**src/rtl/fft_frame_capture.sv**
```systemverilog
// rtl/fft_frame_capture.sv - FFT output capture into a banked result RAM
// Frame-length checking, host bank release, overflow dropping and status counters.
module fft_frame_capture #(
  parameter int ADDR_WIDTH   = 10,
  parameter int DATAIN_WIDTH = 29,
  parameter int LANE_WIDTH   = 32,
  parameter int BANK_BITS    = 1,
  parameter int CNT_WIDTH    = 16
) (
  input  logic                            CLK,
  input  logic                            RSTn,
  input  logic                            sop,
  input  logic                            eop,
  input  logic                            valid,
  input  logic [DATAIN_WIDTH-1:0]         datain_re,
  input  logic [DATAIN_WIDTH-1:0]         datain_im,
  input  logic [ADDR_WIDTH:0]             frame_len,
  input  logic                            bank_rel,
  input  logic [BANK_BITS-1:0]            bank_rel_idx,
  output logic [BANK_BITS+ADDR_WIDTH-1:0] addr,
  output logic [2*LANE_WIDTH-1:0]         dataout,
  output logic                            wren,
  output logic                            frame_done,
  output logic [BANK_BITS-1:0]            done_bank,
  output logic                            frame_err,
  output logic [1:0]                      err_code,
  output logic [(1<<BANK_BITS)-1:0]       bank_full,
  output logic [CNT_WIDTH-1:0]            frame_cnt,
  output logic [CNT_WIDTH-1:0]            drop_cnt
);

  localparam int NB = 1 << BANK_BITS;
  localparam int IW = ADDR_WIDTH + 1;

  typedef enum logic [1:0] {S_IDLE, S_CAPT, S_DROP} state_t;

  state_t                         r_state, w_state_nxt;
  logic [BANK_BITS-1:0]           r_wp;
  logic [IW-1:0]                  r_idx, r_len;
  logic [BANK_BITS+ADDR_WIDTH-1:0] r_addr;
  logic [2*LANE_WIDTH-1:0]        r_dataout;
  logic                           r_wren, r_frame_done, r_frame_err;
  logic [BANK_BITS-1:0]           r_done_bank;
  logic [1:0]                     r_err_code;
  logic [NB-1:0]                  r_bank_full, w_bank_full_nxt;
  logic [CNT_WIDTH-1:0]           r_frame_cnt, r_drop_cnt;

  logic [IW-1:0]         w_len_in, w_len, w_cnt, w_wr_idx;
  logic [LANE_WIDTH-1:0] w_re_ext, w_im_ext;
  logic                  w_start, w_drop_new, w_cont, w_long, w_wr;
  logic                  w_good, w_short, w_err;
  logic [1:0]            w_code;

  assign w_len_in = (frame_len == '0) ? (IW'(1) << ADDR_WIDTH) : frame_len;
  assign w_re_ext = LANE_WIDTH'($signed(datain_re));
  assign w_im_ext = LANE_WIDTH'($signed(datain_im));

  always_ff @(posedge CLK or negedge RSTn) begin
    if (!RSTn) r_state <= S_IDLE;
    else       r_state <= w_state_nxt;
  end

  always_comb begin
    w_state_nxt = r_state;
    if (valid) begin
      case (r_state)
        S_IDLE: if (sop) w_state_nxt = r_bank_full[r_wp] ? S_DROP : (eop ? S_IDLE : S_CAPT);
        S_CAPT: begin
          if (eop)                        w_state_nxt = S_IDLE;
          else if (!sop && r_idx == r_len) w_state_nxt = S_DROP;
        end
        S_DROP: begin
          if (eop)      w_state_nxt = S_IDLE;
          else if (sop) w_state_nxt = r_bank_full[r_wp] ? S_DROP : S_CAPT;
        end
        default: w_state_nxt = S_IDLE;
      endcase
    end
  end

  // A sop seen in DROP without eop behaves exactly like a sop seen in IDLE.
  always_comb begin
    w_start    = 1'b0;
    w_drop_new = 1'b0;
    w_cont     = 1'b0;
    w_long     = 1'b0;
    if (valid) begin
      case (r_state)
        S_IDLE, S_DROP: if (sop && (r_state == S_IDLE || !eop)) begin
          w_start    = !r_bank_full[r_wp];
          w_drop_new = r_bank_full[r_wp];
        end
        S_CAPT: begin
          w_start = sop;
          w_cont  = !sop && (r_idx != r_len);
          w_long  = !sop && (r_idx == r_len);
        end
        default: ;
      endcase
    end
    w_wr     = w_start | w_cont;
    w_wr_idx = w_start ? '0 : r_idx;
    w_cnt    = w_start ? IW'(1) : r_idx + IW'(1);
    w_len    = w_start ? w_len_in : r_len;
    w_good   = w_wr && eop && (w_cnt == w_len);
    w_short  = w_wr && eop && (w_cnt != w_len);
    w_err    = w_long | w_short | (w_start && r_state == S_CAPT);
    if (w_start && r_state == S_CAPT) w_code = 2'b11;
    else if (w_long)                  w_code = 2'b10;
    else                              w_code = 2'b01;
  end

  // Release is applied before the new frame's set so a finishing frame always wins.
  always_comb begin
    w_bank_full_nxt = r_bank_full;
    if (bank_rel) w_bank_full_nxt[bank_rel_idx] = 1'b0;
    if (w_good)   w_bank_full_nxt[r_wp] = 1'b1;
  end

  always_ff @(posedge CLK or negedge RSTn) begin
    if (!RSTn) begin
      r_wp         <= '0;
      r_idx        <= '0;
      r_len        <= '0;
      r_addr       <= '0;
      r_dataout    <= '0;
      r_wren       <= 1'b0;
      r_frame_done <= 1'b0;
      r_done_bank  <= '0;
      r_frame_err  <= 1'b0;
      r_err_code   <= 2'b00;
      r_bank_full  <= '0;
      r_frame_cnt  <= '0;
      r_drop_cnt   <= '0;
    end else begin
      r_wren       <= w_wr;
      r_frame_done <= w_good;
      r_frame_err  <= w_err;
      r_bank_full  <= w_bank_full_nxt;
      if (w_wr) begin
        r_addr    <= {r_wp, w_wr_idx[ADDR_WIDTH-1:0]};
        r_dataout <= {w_re_ext, w_im_ext};
        r_idx     <= w_cnt;
      end
      if (w_start) r_len <= w_len_in;
      if (w_err)   r_err_code <= w_code;
      if (w_good) begin
        r_done_bank <= r_wp;
        r_wp        <= r_wp + BANK_BITS'(1);
        r_frame_cnt <= r_frame_cnt + CNT_WIDTH'(1);
      end
      if (w_drop_new) r_drop_cnt <= r_drop_cnt + CNT_WIDTH'(1);
    end
  end

  assign addr       = r_addr;
  assign dataout    = r_dataout;
  assign wren       = r_wren;
  assign frame_done = r_frame_done;
  assign done_bank  = r_done_bank;
  assign frame_err  = r_frame_err;
  assign err_code   = r_err_code;
  assign bank_full  = r_bank_full;
  assign frame_cnt  = r_frame_cnt;
  assign drop_cnt   = r_drop_cnt;

endmodule

```
**config.mk**
```make
export PLATFORM = sky130hd
export DESIGN_NAME = fft_frame_capture
export DESIGN_NICKNAME = d
export VERILOG_FILES = /design/src/rtl/fft_frame_capture.sv
export SDC_FILE = /design/constraint.sdc
export NUM_CORES = 1
export LEC_CHECK = 0
export ABC_AREA = 1
export BUFFER_PORTS_ARGS = -buffer_cell sky130_fd_sc_hd__buf_2
export CORE_MARGIN = 4
export CORE_UTILIZATION = 47
export CTS_CLUSTER_DIAMETER = 100
export DETAILED_ROUTE_END_ITERATION = 8
export PLACE_DENSITY = 0.73
export SLEW_MARGIN = 20
export SYNTH_ARGS = -nofsm -noshare
export SYNTH_HDL_FRONTEND = slang
export SYNTH_SLANG_ARGS = --single-unit
```
**constraint.sdc**
```tcl
create_clock -name CLK -period 2.2 [get_ports CLK]
set_clock_uncertainty 0.05 [all_clocks]
set_input_delay 0.22 -clock CLK [delete_from_list [all_inputs] [get_ports CLK]]
set_output_delay 0.22 -clock CLK [all_outputs]
set_load 0.05 [all_outputs]
```
==> flow_summary.ini, run 1 <==
[synth]
synth_area_leaders = dfrtp_1 52%, nand2_1 21%, inv_1 3.3%
yosysSeqAreaShare = 0.515
syn_avg_cell_area_um2 = 8.03
syn_nets = 889
ys_seq_elements = 134
synth_warnings = 0
synth_cells = 810
synth_cell_type_count = 34
syn_area_um2 = 6500
synth_top_area_frac = 0.515
yosysTopAreaCell = dfrtp_1

[clocking]
h-tree-depth = 4
cts_root_buffer = clkbuf_16
cts_buffer_depth = 2
cts_buffers = 17
clock_latency_ps = 420
clk_pin_slew_worst_paths_ps = 60
cts_tree = done
cts_sinks = 134

[drt]
vias_per_cell = 5.22
wire_per_inst_um = 16.4
vias = 6808
firstDrtPassIters = 8
first_iter_violations = 701
routed_wl_um = 21400
drc = 0
drt.antenna.violating_nets = 0

[floorplanning]
start_util = 0.485
num_rows = 42
dieWidth_um = 126
die_area_um2 = 15800
die_y_um = 126
io_pins = 191
core_um2 = 13400

[sta]
grt_setup_unrepaired = yes
worst_pin_slew_ps = 459
period_share = 1.13
final_hold_viol_count = 0
slew_violations = 0
setup_viol = 21
fmaxAchievable_mhz = 404
max_slew_margin = 0.694
layout_setup_ws_ps = -278
fin_crit_ps = 2480

[place]
io_buffers = 190
gp_congestion = 0.902
place_ws_ps = -107
dpl.hpwl_um = 12500
dp_cells = 1170

[final_layout]
area_growth_pct = 49.8
antennaDiodeCount = 0
nets = 1194
seqCellArea_um2 = 3360
drive_above_1_share = 0.338
multi_input_area_um2 = 3050
fillers = 918
layoutNonFillerInstCount = 1304

[setup_path]
worst_path_max_delay_cell = dfrtp_1
cpPeakStageDelay_ps = 400
crit_arrival_ps = 2770
crit_chain = inv_2 -> nor2_4 -> nand2_2 -> nor2_4 -> nor2_4 -> buf_12 -> nand2_4 -> nand2_2 -> nand2_2 -> nand2_2 -> nor2_4 -> nand3b_4 -> nor2_8 -> buf_12 -> buf_16 -> nand4_1 -> nand2_1
path_buf_inv = 4
worstSetupPathType = reg2reg
critical_path_required_ps = 2500
cp-start-kind = register
reg2reg_slack_ps = -280
crit_family = simple AND/OR/NAND/NOR gates
cp_max_fo = 6
end_kind = register

[global_route]
grt_pass1_wl_um = 33200
antenna_found_initial = 0
grt_max_degree = 53
grt_pass1_vias = 6493
track_usage = 0.259
grt_overflow = 0

[status]
status = complete, but fails checks
violations = negative setup slack

[run]
cap_violations = 0

[pwr]
powerDensity_nw_per_um2 = 1500
ir_drop_mv = 0.804
power.leakage_nw = 5.30

[min_path]
hold_class = in2reg
-- tightest hold or removal path: stages --
cell and delay, ps:
buf_2 100, nand2_2 50, nand2_2 70
-- where the power goes --
group	internal (mW)	total, mW	switching, mW
Combinational	2.30	7.72	5.42
Sequential	3.28	3.86	0.576
Clock	1.99	3.00	1.01
-- routing by layer --
| metal | share of wire | GRT usage | vias to the layer above |
|---|---|---|---|
| met5 | 0 | 0 | - |
| met4 | 0.029 | 0.0976 | 0 |
| met3 | 0.086 | 0.0580 | 63 |
| met2 | 0.48 | 0.423 | 382 |
| met1 | 0.40 | 0.340 | 3203 |
| li1 | - | - | 3160 |
-- synth_stat cells (all sizes together) --
cell type and number:
nand2 376, dfrtp 134, inv 61, nor2 50, nand3 44, o21ai 30
nand4 27, buf 20, xor2 18, xnor2 16, clkbuf 10, nor3 7
ha 3, nor4 3, a21oi 2, nand3b 2, o22ai 2, or2 2
and2 1, clkinv 1, o221ai 1
-- state kept, by name (all words and copies together) (netlist names), 2 cells and up --
register / count
dataout: 58
drop_cnt: 16
frame_cnt: 16
addr: 11
r_idx: 11
r_len: 11
bank_full: 2
err_code: 2
r_state: 2
-- metrics by stage --
stage	hold WS, ps	util	cell area [um2]	power [mW]	TNS [ps]
4_1_cts	1.63	0.700	9380	13.8	-88.1
3_3_place_gp	136	0.580	7770	10.2	-143
3_5_place_dp	135	0.580	7770	10.2	-1650
5_1_grt	17.2	0.727	9740	15.3	-6080
2_1_floorplan	-126	-	6520	8.58	0
6_report	12.5	0.727	9740	14.6	-3650
-- cell usage in the layout, fill, tap and decap left out, types with 27 or more instances in the layout --
master | synthesis | layout
inv_1 | 58 | 50
nand2_1 | 364 | 331
buf_2 | 5 | 190
buf_4 | 7 | 38
nand3_1 | 42 | 32
nor2_1 | 40 | 31
nand4_1 | 27 | 27
dfrtp_1 | 134 | 131
nand2_2 | 11 | 35
dlygate4sd3_1 | 0 | 60
o21ai_0 | 30 | 30
-- logic make-up (layout without fill, tap and decap cells) --
logic type      after synthesis  in the layout  synth area share
compound gates               35             35            0.0279
xor+xnor                     34             34            0.0458
fa+ha+maj                     3              3           0.00577
buf+inv                      92            407            0.0629
flops                       134            134             0.515
simple gates                512            515             0.342
-- cell type report --
class	instances	share of cell area
Timing Repair Buffer	313	0.231
Inverter	62	0.0244
Tap cell	176	0.0226
Multi-Input combinational cell	587	0.313
Clock buffer	25	0.0498
Clock inverter	7	0.0146
Sequential cell	134	0.345
-- worst paths after layout --
check,endpoint,cells after the start,start
max,frame_cnt[2],17,r_state[0]
min,r_len[1],3,frame_len[1]
max reg2reg,frame_cnt[2],17,r_state[0]
min reg2reg,dataout[56],2,dataout[56]
max in group asynchronous,bank_full[1],3,RSTn
min in group asynchronous,dataout[50],2,RSTn
-- timing repair --
item                                   CTS  global route
endpoints found under the hold margin  105             0
pin swaps                               11            33
resized for setup                       45            53
setup endpoints to repair               21           101
buffers inserted                        22            12
hold buffers                            60             0
cloned                                   4             4
Note: power is estimated with default switching activity, not from simulation.
==> inputs of run 2 (changes only) <==
--- a/config.mk
+++ b/config.mk
@@ -11,6 +11,7 @@
 export CORE_UTILIZATION = 47
 export CTS_CLUSTER_DIAMETER = 100
 export DETAILED_ROUTE_END_ITERATION = 8
+export HOLD_SLACK_MARGIN = 0.02
 export PLACE_DENSITY = 0.73
 export SLEW_MARGIN = 20
 export SYNTH_ARGS = -nofsm -noshare
==> run 2 against run 1 <==
The flow still finishes with violations (negative setup slack). Critical path depth stayed put. Routed wire length increased by 0.61%. Largest power group unchanged. Design area grew 0.41%. Total power up 0.16%. First-iteration DRC count decreased by 16%. Core utilization up 0.30 points. Global-route usage is essentially flat. Sequential share of layout area down 0.14 points. Die area did not move. Flip-flop and latch count did not move. Clock-buffer cell count stayed put. Hold slack gained 25 ps.
==> flow_summary.ini, run 2 (synthesized netlist as in run 1, its figures left out) <==
[drt]
first_iter_violations = 592
routed_wl_um = 21500
vias_per_cell = 5.20
firstDrtPassIters = 5
drt.antenna.violating_nets = 0
vias = 6808
drc = 0
wire_per_inst_um = 16.4

[sta]
setup_viol = 21
grt_setup_unrepaired = yes
layout_setup_ws_ps = -279
slew_violations = 0
max_slew_margin = 0.694
setup-tns-final_ps = -3550
period_share = 1.13
fmaxAchievable_mhz = 403
fin_crit_ps = 2480
final_hold_viol_count = 0
worst_pin_slew_ps = 459

[setup_path]
crit_chain = inv_2 -> nor2_4 -> nand2_2 -> nor2_4 -> nor2_4 -> buf_12 -> nand2_4 -> nand2_2 -> nand2_2 -> nand2_2 -> nor2_4 -> nand3b_4 -> nor2_8 -> buf_12 -> buf_16 -> nand4_1 -> nand2_1
critical_path_depth = 17
reg2reg_slack_ps = -280
cp-start-kind = register
cp_max_fo = 6
rr_endpoint = frame_cnt[2]
crit_arrival_ps = 2780
crit_start = r_state[0]
worst_path_max_delay_cell = dfrtp_1
worstSetupPathType = reg2reg
crit_family = simple AND/OR/NAND/NOR gates
rr_worst_depth = 17
critical_path_required_ps = 2500
end_kind = register
path_buf_inv = 4
cpPeakStageDelay_ps = 400
rr_startpoint = r_state[0]

[final_layout]
layout_common_cells = 331 x nand2_1, 190 x buf_2, 131 x dfrtp_1
drive_above_1_share = 0.337
nets = 1198
final_common_cell = nand2_1
seqCellArea_um2 = 3360
layoutNonFillerInstCount = 1308
largest_reg_flops = 58
multi_input_area_um2 = 3050
post-route-util = 0.730
fillers = 912
area_growth_pct = 50.4
antennaDiodeCount = 0

[clocking]
cts_root_buffer = clkbuf_16
clock_latency_ps = 420
cts_sinks = 134
cts_tree = done
clk_pin_slew_worst_paths_ps = 60
h-tree-depth = 4
cts_buffer_depth = 2
cts_buffers = 17

[floorplanning]
die_y_um = 126
dieWidth_um = 126
core_um2 = 13400
start_util = 0.485
io_pins = 191
die_area_um2 = 15800
num_rows = 42

[global_route]
grt_max_degree = 53
track_usage = 0.259
grt_overflow = 0
grt_pass1_vias = 6499
grt_pass1_wl_um = 33200
antenna_found_initial = 0

[min_path]
hold_end = bank_full[0]
worstHoldPathCells = 3
hold_class = in2reg
min_from = bank_rel_idx

[pwr]
power.leakage_nw = 5.32
powerDensity_nw_per_um2 = 1490
ir_drop_mv = 0.805
total_power_mw = 14.6

[place]
dpl.hpwl_um = 12500
place_ws_ps = -107
dp_cells = 1170
gp_congestion = 0.902
io_buffers = 190

[status]
status = complete, but fails checks
violations = negative setup slack

[run]
cap_violations = 0
-- run 2: area by class of cell --
type                       count  share of cell area
sequential                   134               0.343
tap                          176              0.0225
multi-input combinational    587               0.312
timing repair buffer         317               0.234
inverter                      62              0.0243
clock buffer                  25              0.0496
clock inverter                 7              0.0146
-- run 2: worst register-to-register path, cell delays in order, from the launching register on --
cell,delay [ps]
dfrtp_1,400
inv_2,80
nor2_4,120
nand2_2,80
nor2_4,200
nor2_4,100
buf_12,140
nand2_4,50
nand2_2,70
nand2_2,90
nand2_2,60
nor2_4,120
nand3b_4,110
nor2_8,230
buf_12,150
buf_16,110
nand4_1,120
nand2_1,130
-- run 2: repair_timing --
action,4_1_cts,5_1_grt
resized for setup,45,53
hold buffers,64,0
setup endpoints to repair,21,101
hold endpoints to repair,109,0
setup buffers,22,12
pin swaps,11,33
gates cloned,4,4
-- run 2: worst max path at each step --
stage	endpoint	slack, ps
3_3_place_gp	done_bank	-10
4_1_cts	r_wp	-20
5_1_grt	frame_cnt[2]	-380
6_report	frame_cnt[2]	-280
3_5_place_dp	frame_cnt[12]	-110
2_1_floorplan	frame_cnt[11]	2
-- run 2: routing by layer --
layer	track usage	routed length [um]
met1	0.340	8860
met2	0.423	10500
met3	0.0580	1620
met4	0.0976	555
met5	0	0
-- run 2: report_power, final --
group / internal (mW) / switching (mW) / leakage, nW
logic: 2.31 / 5.43 / 3.31
registers: 3.28 / 0.576 / 1.72
clock network: 1.99 / 1.02 / 0.294
total: 7.58 / 7.02 / 5.32
-- run 2: through the flow --
stage                     hold slack (ps)  cell area, um2
after floorplan                      -126            6520
after global placement                136            7770
after CTS                            20.2            9420
final                                37.3            9780
after global routing                 27.4            9780
after detailed placement              135            7770
